===== src/rtl/adat_pkg.sv =====
// ADAT framing constants and shared types.
// Used by the TX framer and the frame packer.
package adat_pkg;

  localparam int ADAT_FRAME_BITS = 256;
  localparam int ADAT_SYNC_ZEROS = 10;
  localparam int ADAT_MAX_CH     = 8;
  localparam int ADAT_SLOT_W     = 24;
  localparam int ADAT_NIB_PER_CH = ADAT_SLOT_W / 4;
  localparam int ADAT_CH_BITS    = ADAT_NIB_PER_CH * 5;
  localparam int ADAT_AUDIO_TOP  = ADAT_FRAME_BITS - 17;

  typedef logic [ADAT_FRAME_BITS-1:0] adat_frame_t;
  typedef logic [ADAT_SLOT_W-1:0] adat_slot_t;

  typedef struct packed {
    logic timecode;
    logic midi;
    logic smux;
  } adat_user_t;

  // one audio nibble with its leading framing 1
  function automatic logic [4:0] adat_nib(
    input logic [3:0] n
  );
    return {1'b1, n};
  endfunction

endpackage


===== src/rtl/adat_tx_framer_if.sv =====
// Frame handshake bus between mixer and ADAT framer.
// The source drives samples/user bits; the framer drives ready.
interface adat_tx_framer_if #(
  parameter int NUM_CH   = 8,
  parameter int SAMPLE_W = 24
);

  logic                       frame_valid;
  logic                       frame_ready;
  logic signed [SAMPLE_W-1:0] audio_in [NUM_CH];
  logic [2:0]                 user_in;

  modport master (
    output frame_valid,
    output audio_in,
    output user_in,
    input  frame_ready
  );

  modport slave (
    input  frame_valid,
    input  audio_in,
    input  user_in,
    output frame_ready
  );

endinterface


===== src/rtl/adat_frame_packer.sv =====
// Combinational ADAT frame builder: sync, user nibble,
// then eight 24-bit slots as 1-prefixed nibbles, MSB first.
module adat_frame_packer
  import adat_pkg::*;
(
  input  adat_slot_t  slots [ADAT_MAX_CH],
  input  adat_user_t  user,
  output adat_frame_t frame
);

  // lay out every field at its fixed bit position
  always_comb begin
    frame = '0;
    frame[ADAT_FRAME_BITS-1 -: ADAT_SYNC_ZEROS+1] =
      {1'b1, {ADAT_SYNC_ZEROS{1'b0}}};
    frame[ADAT_AUDIO_TOP+5 -: 5] =
      {1'b1, user.timecode, user.midi, user.smux, 1'b0};
    for (int c = 0; c < ADAT_MAX_CH; c++) begin
      for (int n = 0; n < ADAT_NIB_PER_CH; n++) begin
        frame[ADAT_AUDIO_TOP - c*ADAT_CH_BITS - n*5 -: 5] =
          adat_nib(slots[c][ADAT_SLOT_W-1 - 4*n -: 4]);
      end
    end
  end

endmodule


===== src/rtl/adat_tx_framer.sv =====
// ADAT lightpipe transmitter with own frame timing,
// a one-frame holding register and underrun detection.
module adat_tx_framer
  import adat_pkg::*;
#(
  parameter int OVERSAMPLE = 8,
  parameter int NUM_CH     = 8,
  parameter int SAMPLE_W   = 24
) (
  input  logic             clk,
  input  logic             reset_n,
  input  logic             enable,
  adat_tx_framer_if.slave  fin,
  input  logic             underrun_clr,
  output logic             underrun,
  output logic             frame_start,
  output logic             bitstream_out
);

  localparam int PH_W = (OVERSAMPLE > 1) ?
    $clog2(OVERSAMPLE) : 1;
  localparam int BIT_W = $clog2(ADAT_FRAME_BITS);
  localparam logic [PH_W-1:0] PH_LAST =
    PH_W'(OVERSAMPLE - 1);

  logic [PH_W-1:0]  phase;
  logic [BIT_W-1:0] bit_cnt;
  adat_frame_t      shift_reg;
  adat_frame_t      packed_frame;
  logic             hold_full;
  adat_slot_t       in_slot   [ADAT_MAX_CH];
  adat_slot_t       hold_slot [ADAT_MAX_CH];
  adat_slot_t       pack_slot [ADAT_MAX_CH];
  adat_user_t       hold_user;
  adat_user_t       pack_user;
  logic             boundary;
  logic             accept;

  assign boundary = enable && (phase == '0) &&
                    (bit_cnt == '0);
  assign accept   = fin.frame_valid && fin.frame_ready;

  // MSB-align active channels; unused slots send zero
  for (genvar c = 0; c < ADAT_MAX_CH; c++) begin : g_slot
    if (c < NUM_CH) begin : g_on
      assign in_slot[c] =
        ADAT_SLOT_W'(fin.audio_in[c]) <<
        (ADAT_SLOT_W - SAMPLE_W);
    end else begin : g_off
      assign in_slot[c] = '0;
    end
  end

  // an empty holding register packs as a silence frame
  always_comb begin
    pack_user = hold_full ? hold_user : '0;
    for (int c = 0; c < ADAT_MAX_CH; c++) begin
      pack_slot[c] = hold_full ? hold_slot[c] : '0;
    end
  end

  adat_frame_packer u_packer (
    .slots (pack_slot),
    .user  (pack_user),
    .frame (packed_frame)
  );

  // holding register and registered ready; no bypass
  always_ff @(posedge clk or negedge reset_n) begin
    if (!reset_n) begin
      hold_full       <= 1'b0;
      fin.frame_ready <= 1'b1;
      hold_user       <= '0;
      hold_slot       <= '{default: '0};
    end else begin
      if (boundary && hold_full) begin
        hold_full       <= 1'b0;
        fin.frame_ready <= 1'b1;
      end
      if (accept) begin
        hold_full       <= 1'b1;
        fin.frame_ready <= 1'b0;
        hold_slot       <= in_slot;
        hold_user       <= adat_user_t'(fin.user_in);
      end
    end
  end

  // bit timing: phase within a bit, bit within a frame
  always_ff @(posedge clk or negedge reset_n) begin
    if (!reset_n) begin
      phase   <= '0;
      bit_cnt <= '0;
    end else if (!enable) begin
      phase   <= '0;
      bit_cnt <= '0;
    end else if (phase == PH_LAST) begin
      phase   <= '0;
      bit_cnt <= bit_cnt + 1'b1;
    end else begin
      phase <= phase + 1'b1;
    end
  end

  // NRZI serialiser; frame bit 255 is emitted at load
  always_ff @(posedge clk or negedge reset_n) begin
    if (!reset_n) begin
      shift_reg     <= '0;
      bitstream_out <= 1'b0;
      frame_start   <= 1'b0;
    end else begin
      frame_start <= boundary;
      if (boundary) begin
        shift_reg     <= packed_frame << 1;
        bitstream_out <= ~bitstream_out;
      end else if (enable && (phase == '0)) begin
        bitstream_out <= bitstream_out ^
                         shift_reg[ADAT_FRAME_BITS-1];
        shift_reg     <= shift_reg << 1;
      end
    end
  end

  // sticky underrun; a new set beats a clear
  always_ff @(posedge clk or negedge reset_n) begin
    if (!reset_n) begin
      underrun <= 1'b0;
    end else if (boundary && !hold_full) begin
      underrun <= 1'b1;
    end else if (underrun_clr) begin
      underrun <= 1'b0;
    end
  end

endmodule


===== src/flat_wrapper.sv =====
// flat-port wrapper written by rule: the top's interface ports become plain ports
module adat_tx_framer_flat import adat_pkg::*;
#(
  parameter int OVERSAMPLE = 8,
  parameter int NUM_CH     = 8,
  parameter int SAMPLE_W   = 24
)
  (clk, reset_n, enable, underrun_clr, underrun, frame_start, bitstream_out, fin_frame_valid, fin_audio_in, fin_user_in, fin_frame_ready);
  adat_tx_framer_if #(.NUM_CH(NUM_CH), .SAMPLE_W(SAMPLE_W)) fin_i ();
  input  logic clk;
  input  logic reset_n;
  input  logic enable;
  input  logic underrun_clr;
  output logic underrun;
  output logic frame_start;
  output logic bitstream_out;
  input wire logic [$bits(fin_i.frame_valid)-1:0] fin_frame_valid;
  input wire logic [$bits(fin_i.audio_in)-1:0] fin_audio_in;
  input wire logic [$bits(fin_i.user_in)-1:0] fin_user_in;
  output wire logic [$bits(fin_i.frame_ready)-1:0] fin_frame_ready;
  assign fin_i.frame_valid = fin_frame_valid;
  assign fin_i.audio_in = {>>{fin_audio_in}};
  assign fin_i.user_in = fin_user_in;
  assign fin_frame_ready = fin_i.frame_ready;
  adat_tx_framer #(.OVERSAMPLE(OVERSAMPLE), .NUM_CH(NUM_CH), .SAMPLE_W(SAMPLE_W)) u_core (.clk(clk), .reset_n(reset_n), .enable(enable), .fin(fin_i), .underrun_clr(underrun_clr), .underrun(underrun), .frame_start(frame_start), .bitstream_out(bitstream_out));
endmodule

===== config.mk =====
export PLATFORM = sky130hd
export DESIGN_NAME = adat_tx_framer_flat
export DESIGN_NICKNAME = d
export VERILOG_FILES = /design/src/rtl/adat_pkg.sv /design/src/rtl/adat_tx_framer_if.sv /design/src/rtl/adat_frame_packer.sv /design/src/rtl/adat_tx_framer.sv /design/src/flat_wrapper.sv
export SDC_FILE = /design/constraint.sdc
export NUM_CORES = 1
export LEC_CHECK = 0
export ABC_CLOCK_PERIOD_IN_PS = 6100
export CORE_MARGIN = 2
export CORE_UTILIZATION = 55
export CTS_BUF_LIST = sky130_fd_sc_hd__clkbuf_4 sky130_fd_sc_hd__clkbuf_8 sky130_fd_sc_hd__clkbuf_16
export CTS_CLUSTER_DIAMETER = 40
export DETAILED_ROUTE_END_ITERATION = 7
export GPL_ROUTABILITY_DRIVEN = 1
export PLACE_DENSITY = 0.78
export SYNTH_ARGS = -nofsm -noshare
export SYNTH_HDL_FRONTEND = slang
export SYNTH_SLANG_ARGS = --single-unit
export TNS_END_PERCENT = 50

===== constraint.sdc =====
create_clock -name clk -period 6.1 [get_ports clk]
set_input_delay 1.22 -clock clk [delete_from_list [all_inputs] [get_ports clk]]
set_output_delay 1.22 -clock clk [all_outputs]
set_load 0.03 [all_outputs]

# Yosys cells after proc, flatten, opt, wreduce, memory -nomap -nowiden
# Cells that the tools add are included.
[totals]
ff_bits = 467
out_inout_bits = 4
elab_cells = 59
[classes]
n_bitwise = 2
reduce_logical = 11
mux = 23
eq_ne = 2
n_addsub = 2
[op_table]
columns = ["cell", "n"]
rows = [
  ["$mux W256", 2],
  ["$mux W24", 8],
  ["$mux W8", 2],
  ["$mux W3", 3],
  ["$add A8 B1 Y8 const B", 1],
  ["$logic_not A8 Y1", 1],
  ["$mux W1", 8],
  ["$reduce_bool A2 Y1", 3],
  ["$logic_and A1 B1 Y1", 5],
  ["$add A3 B1 Y3 const B", 1],
  ["$eq A3 B3 Y1 const B", 1],
  ["$logic_not A3 Y1", 1],
  ["$ne A2 B1 Y1 const B", 1],
  ["$logic_not A1 Y1", 1],
  ["$not A1 Y1", 1],
  ["$xor A1 B1 Y1", 1],
]

# Logic depth before layout (Yosys ltp)
[depth]
depth_word = 6
mapped_depth = 9
depth_no_buf = 6

# Cells and area by module
# Synthesis repeated with hierarchy kept, for this count alone.
[unflattened]
hier_cells = 2426
hier_area_um2 = 24628.6
[modules_own_cells]
columns = ["mod", "instances", "cells_per_inst", "area_per_inst_um2", "seq_area_each_um2"]
rows = [
  ["adat_tx_framer", 1, 2168, 22699.3, 11662.4],
  ["adat_frame_packer", 1, 258, 1929.4, 0.0],
]

# Worst setup path after synthesis
# No wires, ideal clock.
[synth_timing]
kind = "in2reg"
start = "input enable"
end = "register u_core.shift_reg[101]"
slack_ns = 3.481
setup_ns = 0.066
required_ns = 6.034
n_path_buf = 3
cell_stages = 6
arrival_time_ns = 2.552
cell_sequence = "nand3b_1 -> buf_2 -> a21oi_1 -> clkbuf_1 -> clkbuf_1 -> a221o_1"
[synth_between]
elab_chain_cells = 3
[synth_rtl]
columns = ["element", "line_no", "text"]
rows = [
  ["start: declaration", "flat_wrapper.sv:12", "input logic enable;"],
  ["$logic_and A1 B1 Y1 (*)", "adat_tx_framer.sv:39, adat_tx_framer.sv:116", ""],
  ["$logic_and A1 B1 Y1", "adat_tx_framer.sv:39", "assign boundary = enable && (phase == '0) &&"],
  ["$mux W256 or $reduce_bool A2 Y1 (tied branches)", "--", ""],
  ["end signal: assignment", "adat_tx_framer.sv:114", "shift_reg <= packed_frame << 1;"],
  ["end signal: assignment", "adat_tx_framer.sv:119", "shift_reg <= shift_reg << 1;"],
  ["end: declaration", "adat_tx_framer.sv:28", "adat_frame_t shift_reg;"],
]
# Mark *: on every way between the ends. The rest lies on a longest branch, timed or not.
# A chain may end at the register's enable or synchronous reset.

# Final worst setup path
[layout_timing]
start = "input enable"
end = "register u_core.shift_reg[114]"
# Same word-level chain as after synthesis.

==> impl_metrics.env <==
export IMPL_outcome="finished, final reports clean"
export IMPL_timing_final_crit_share=0.539
export IMPL_worstPathRequired_ns=6.61
export IMPL_cp_arrival_ns=3.79
export IMPL_drt_iter0_drc=1023
export IMPL_via_per_inst=5.93
export IMPL_synthToLayoutAreaGrowth_pct=23.1
export IMPL_vias=11500
export IMPL_max_freq_mhz=304
export IMPL_largest_register_ffs=255
export IMPL_clkTransAtPathRegs_ns=0.06
export IMPL_synth_main_ff_cell="dfrtp_1"
export IMPL_start_util=0.562
export IMPL_path_class="primary input to flop"
export IMPL_htreeDepth=2
export IMPL_r2r_start="u_core.phase[0]$_DFF_PN0_"
export IMPL_critPathCaptureType="flop"
export IMPL_ys_ff_latch=466
export IMPL_root_buffer="clkbuf_16"
export IMPL_ctsHoldBuffers=0
export IMPL_io_pins=204
export IMPL_synth_top_area_frac=0.633
export IMPL_maxSlewViolCount=0
export IMPL_clock_sinks=466
export IMPL_antenna_left=0
export IMPL_final_core_util=0.692
export IMPL_p_leak_nw=9.79
export IMPL_rsz0062_at_grt="no"
export IMPL_cts_setup_buffers=0
export IMPL_rows=66
export IMPL_numCtsBuffers=53
export IMPL_place_area_um2=20800
export IMPL_syn_inst=1275
export IMPL_drv_cap=0
export IMPL_gr_total_overflow=0
export IMPL_dieArea_um2=34900
export IMPL_die_y_um=187
export IMPL_r2r_slack_ns=3.44
export IMPL_core_area_um2=32700
export IMPL_async_reset_ff_frac=1.00
export IMPL_numPlacedInstances=1835
export IMPL_synthTopCellsByArea="dfrtp_1 (63%), mux2_2 (12%), a221o_1 (11%)"
export IMPL_dr_pass1_iters=5
export IMPL_drt_total_wl_um=38400
export IMPL_min_path_type="flop to flop"
export IMPL_synth_edff_count=0
export IMPL_yosysSeqAreaShare=0.634
export IMPL_finalNonFillerCells=1934
export IMPL_yosys_top_cells_count="dfrtp_1 (465), and2_1 (196), mux2_2 (195)"
export IMPL_stdcell_area_um2=22600
export IMPL_cp_max_fo=61
export IMPL_setup_tns_ns=0
export IMPL_antenna_found_initial=1
export IMPL_powerDensity_nw_per_um2=472
export IMPL_antenna_cells=0
export IMPL_first_global_vias=12000
export IMPL_hold_viol_final=0
export IMPL_syn_area_per_cell_um2=14.4
export IMPL_worstSetupStartpointType="primary input"
export IMPL_yosys_warnings=0
export IMPL_hp_start="u_core.hold_full$_DFFE_PN0P_"
export IMPL_wl_per_cell_um=19.8
export IMPL_numPortBuffers=203
export IMPL_startpoint="enable"
export IMPL_gp_congestion=0.758
export IMPL_fin_nets=1653
export IMPL_worst_pin_slew_ns=1.23
export IMPL_clk_latency_ns=0.58
export IMPL_synth_top_area_cell="dfrtp_1"
export IMPL_grt_pass1_wl_um=63500
export IMPL_min_period_ns=3.29
export IMPL_gr_usage_all_layers=0.223
export IMPL_syn_area_um2=18400
export IMPL_slew_headroom=0.179
export IMPL_final_layout_size_suffix_gt1_frac=0.213
export IMPL_ir_drop_v=0.000284
export IMPL_skew_ns=0.0259
export IMPL_setup_viol=0
export IMPL_fin_ws_ns=2.81
export IMPL_clk_path_buf_depth=3
export IMPL_post_route_drc_count=0
export IMPL_synth_nets=1480
export IMPL_fp_dieW_um=187
export IMPL_grt_max_degree=168
export IMPL_synth_cell_types=38
export IMPL_cts_tree="yes"
export IMPL_yosysMostFrequentCell="dfrtp_1"
export IMPL_dp_hpwl_um=22200
export IMPL_cts_resized=0
export IMPL_pre_cts_slack_ns=2.26
[placed cells by master, fill, tap and decap left out, types with 2 or more instances in the layout]
master,instances
clkinv_8,2
nor2_1,5
mux2_2,195
nand2b_1,2
nand2_1,4
o22a_1,49
ha_1,5
inv_1,9
a221o_1,194
clkinv_2,8
clkinv_4,3
bufinv_16,5
and2_1,196
nor2b_1,2
clkbuf_4,7
a22o_1,12
o31ai_1,2
clkinvlp_4,6
buf_4,8
dfrtp_1,465
mux2i_1,2
buf_12,7
clkdlybuf4s50_1,202
xor2_1,3
inv_6,7
clkbuf_8,8
or4_1,2
clkbuf_16,53
o21ai_0,2
nand3_1,3
nand4_1,3
a21oi_1,3
[power by group]
part	internal (mW)	switching, mW
clock network	1.96	1.30
registers	4.40	0.740
logic	1.44	0.840
[area by class of cell]
class                           count  area, µm²
Clock buffer                       68       1490
Clock inverter                     31        355
Fill cell                        2273      10100
Inverter                            9       33.8
Multi-Input combinational cell    700       6310
Sequential cell                   466      11700
Tap cell                          442        553
Timing Repair Buffer              218       2240
[layer usage]
layer,share of wire,vias to the layer above,global-route usage
li1,-,5108,-
met1,0.45,6014,0.315
met2,0.48,280,0.357
met3,0.042,69,0.0375
met4,0.024,2,0.0696
met5,0.00031,-,0
[worst max-delay path, stage by stage]
cell             delay (ns)
clkdlybuf4s50_1        0.57
nand3b_1               0.12
buf_4                  0.27
a21oi_4                0.96
buf_12                 0.35
a221o_1                0.22
[kinds of logic after synthesis]
family                   after synthesis  share of synthesized area
AND/OR/NAND/NOR                      227                     0.0774
AO/OA/AOI/OAI                        267                      0.139
multiplexers                         197                      0.121
flip-flops                           466                      0.634
buffers and inverters                109                     0.0241
adder cells (fa/ha/maj)                5                    0.00340
XOR/XNOR                               4                    0.00191
[metrics by stage]
step | hold WS (ns) | power [mW]
finish | 0.464 | 10.7
global route | 0.485 | 11.2
CTS | 0.458 | 10.8
detailed placement | 0.459 | 7.44
global placement | 0.438 | 7.30
floorplan | 0.423 | 6.69
[path summary, 6_finish.rpt]
check                                                         end  cells after the start
worst min register to register        u_core.underrun$_DFFE_PN0P_                      1
worst max-delay path            u_core.shift_reg[114]$_DFFE_PN0P_                      6
worst max register to register  u_core.shift_reg[114]$_DFFE_PN0P_                      7
worst min-delay path                  u_core.underrun$_DFFE_PN0P_                      1
max in group asynchronous        u_core.shift_reg[61]$_DFFE_PN0P_                      2
min in group asynchronous        u_core.hold_slot[11]$_DFFE_PN0P_                      1
No activity file was read; power rests on OpenSTA's default activity.
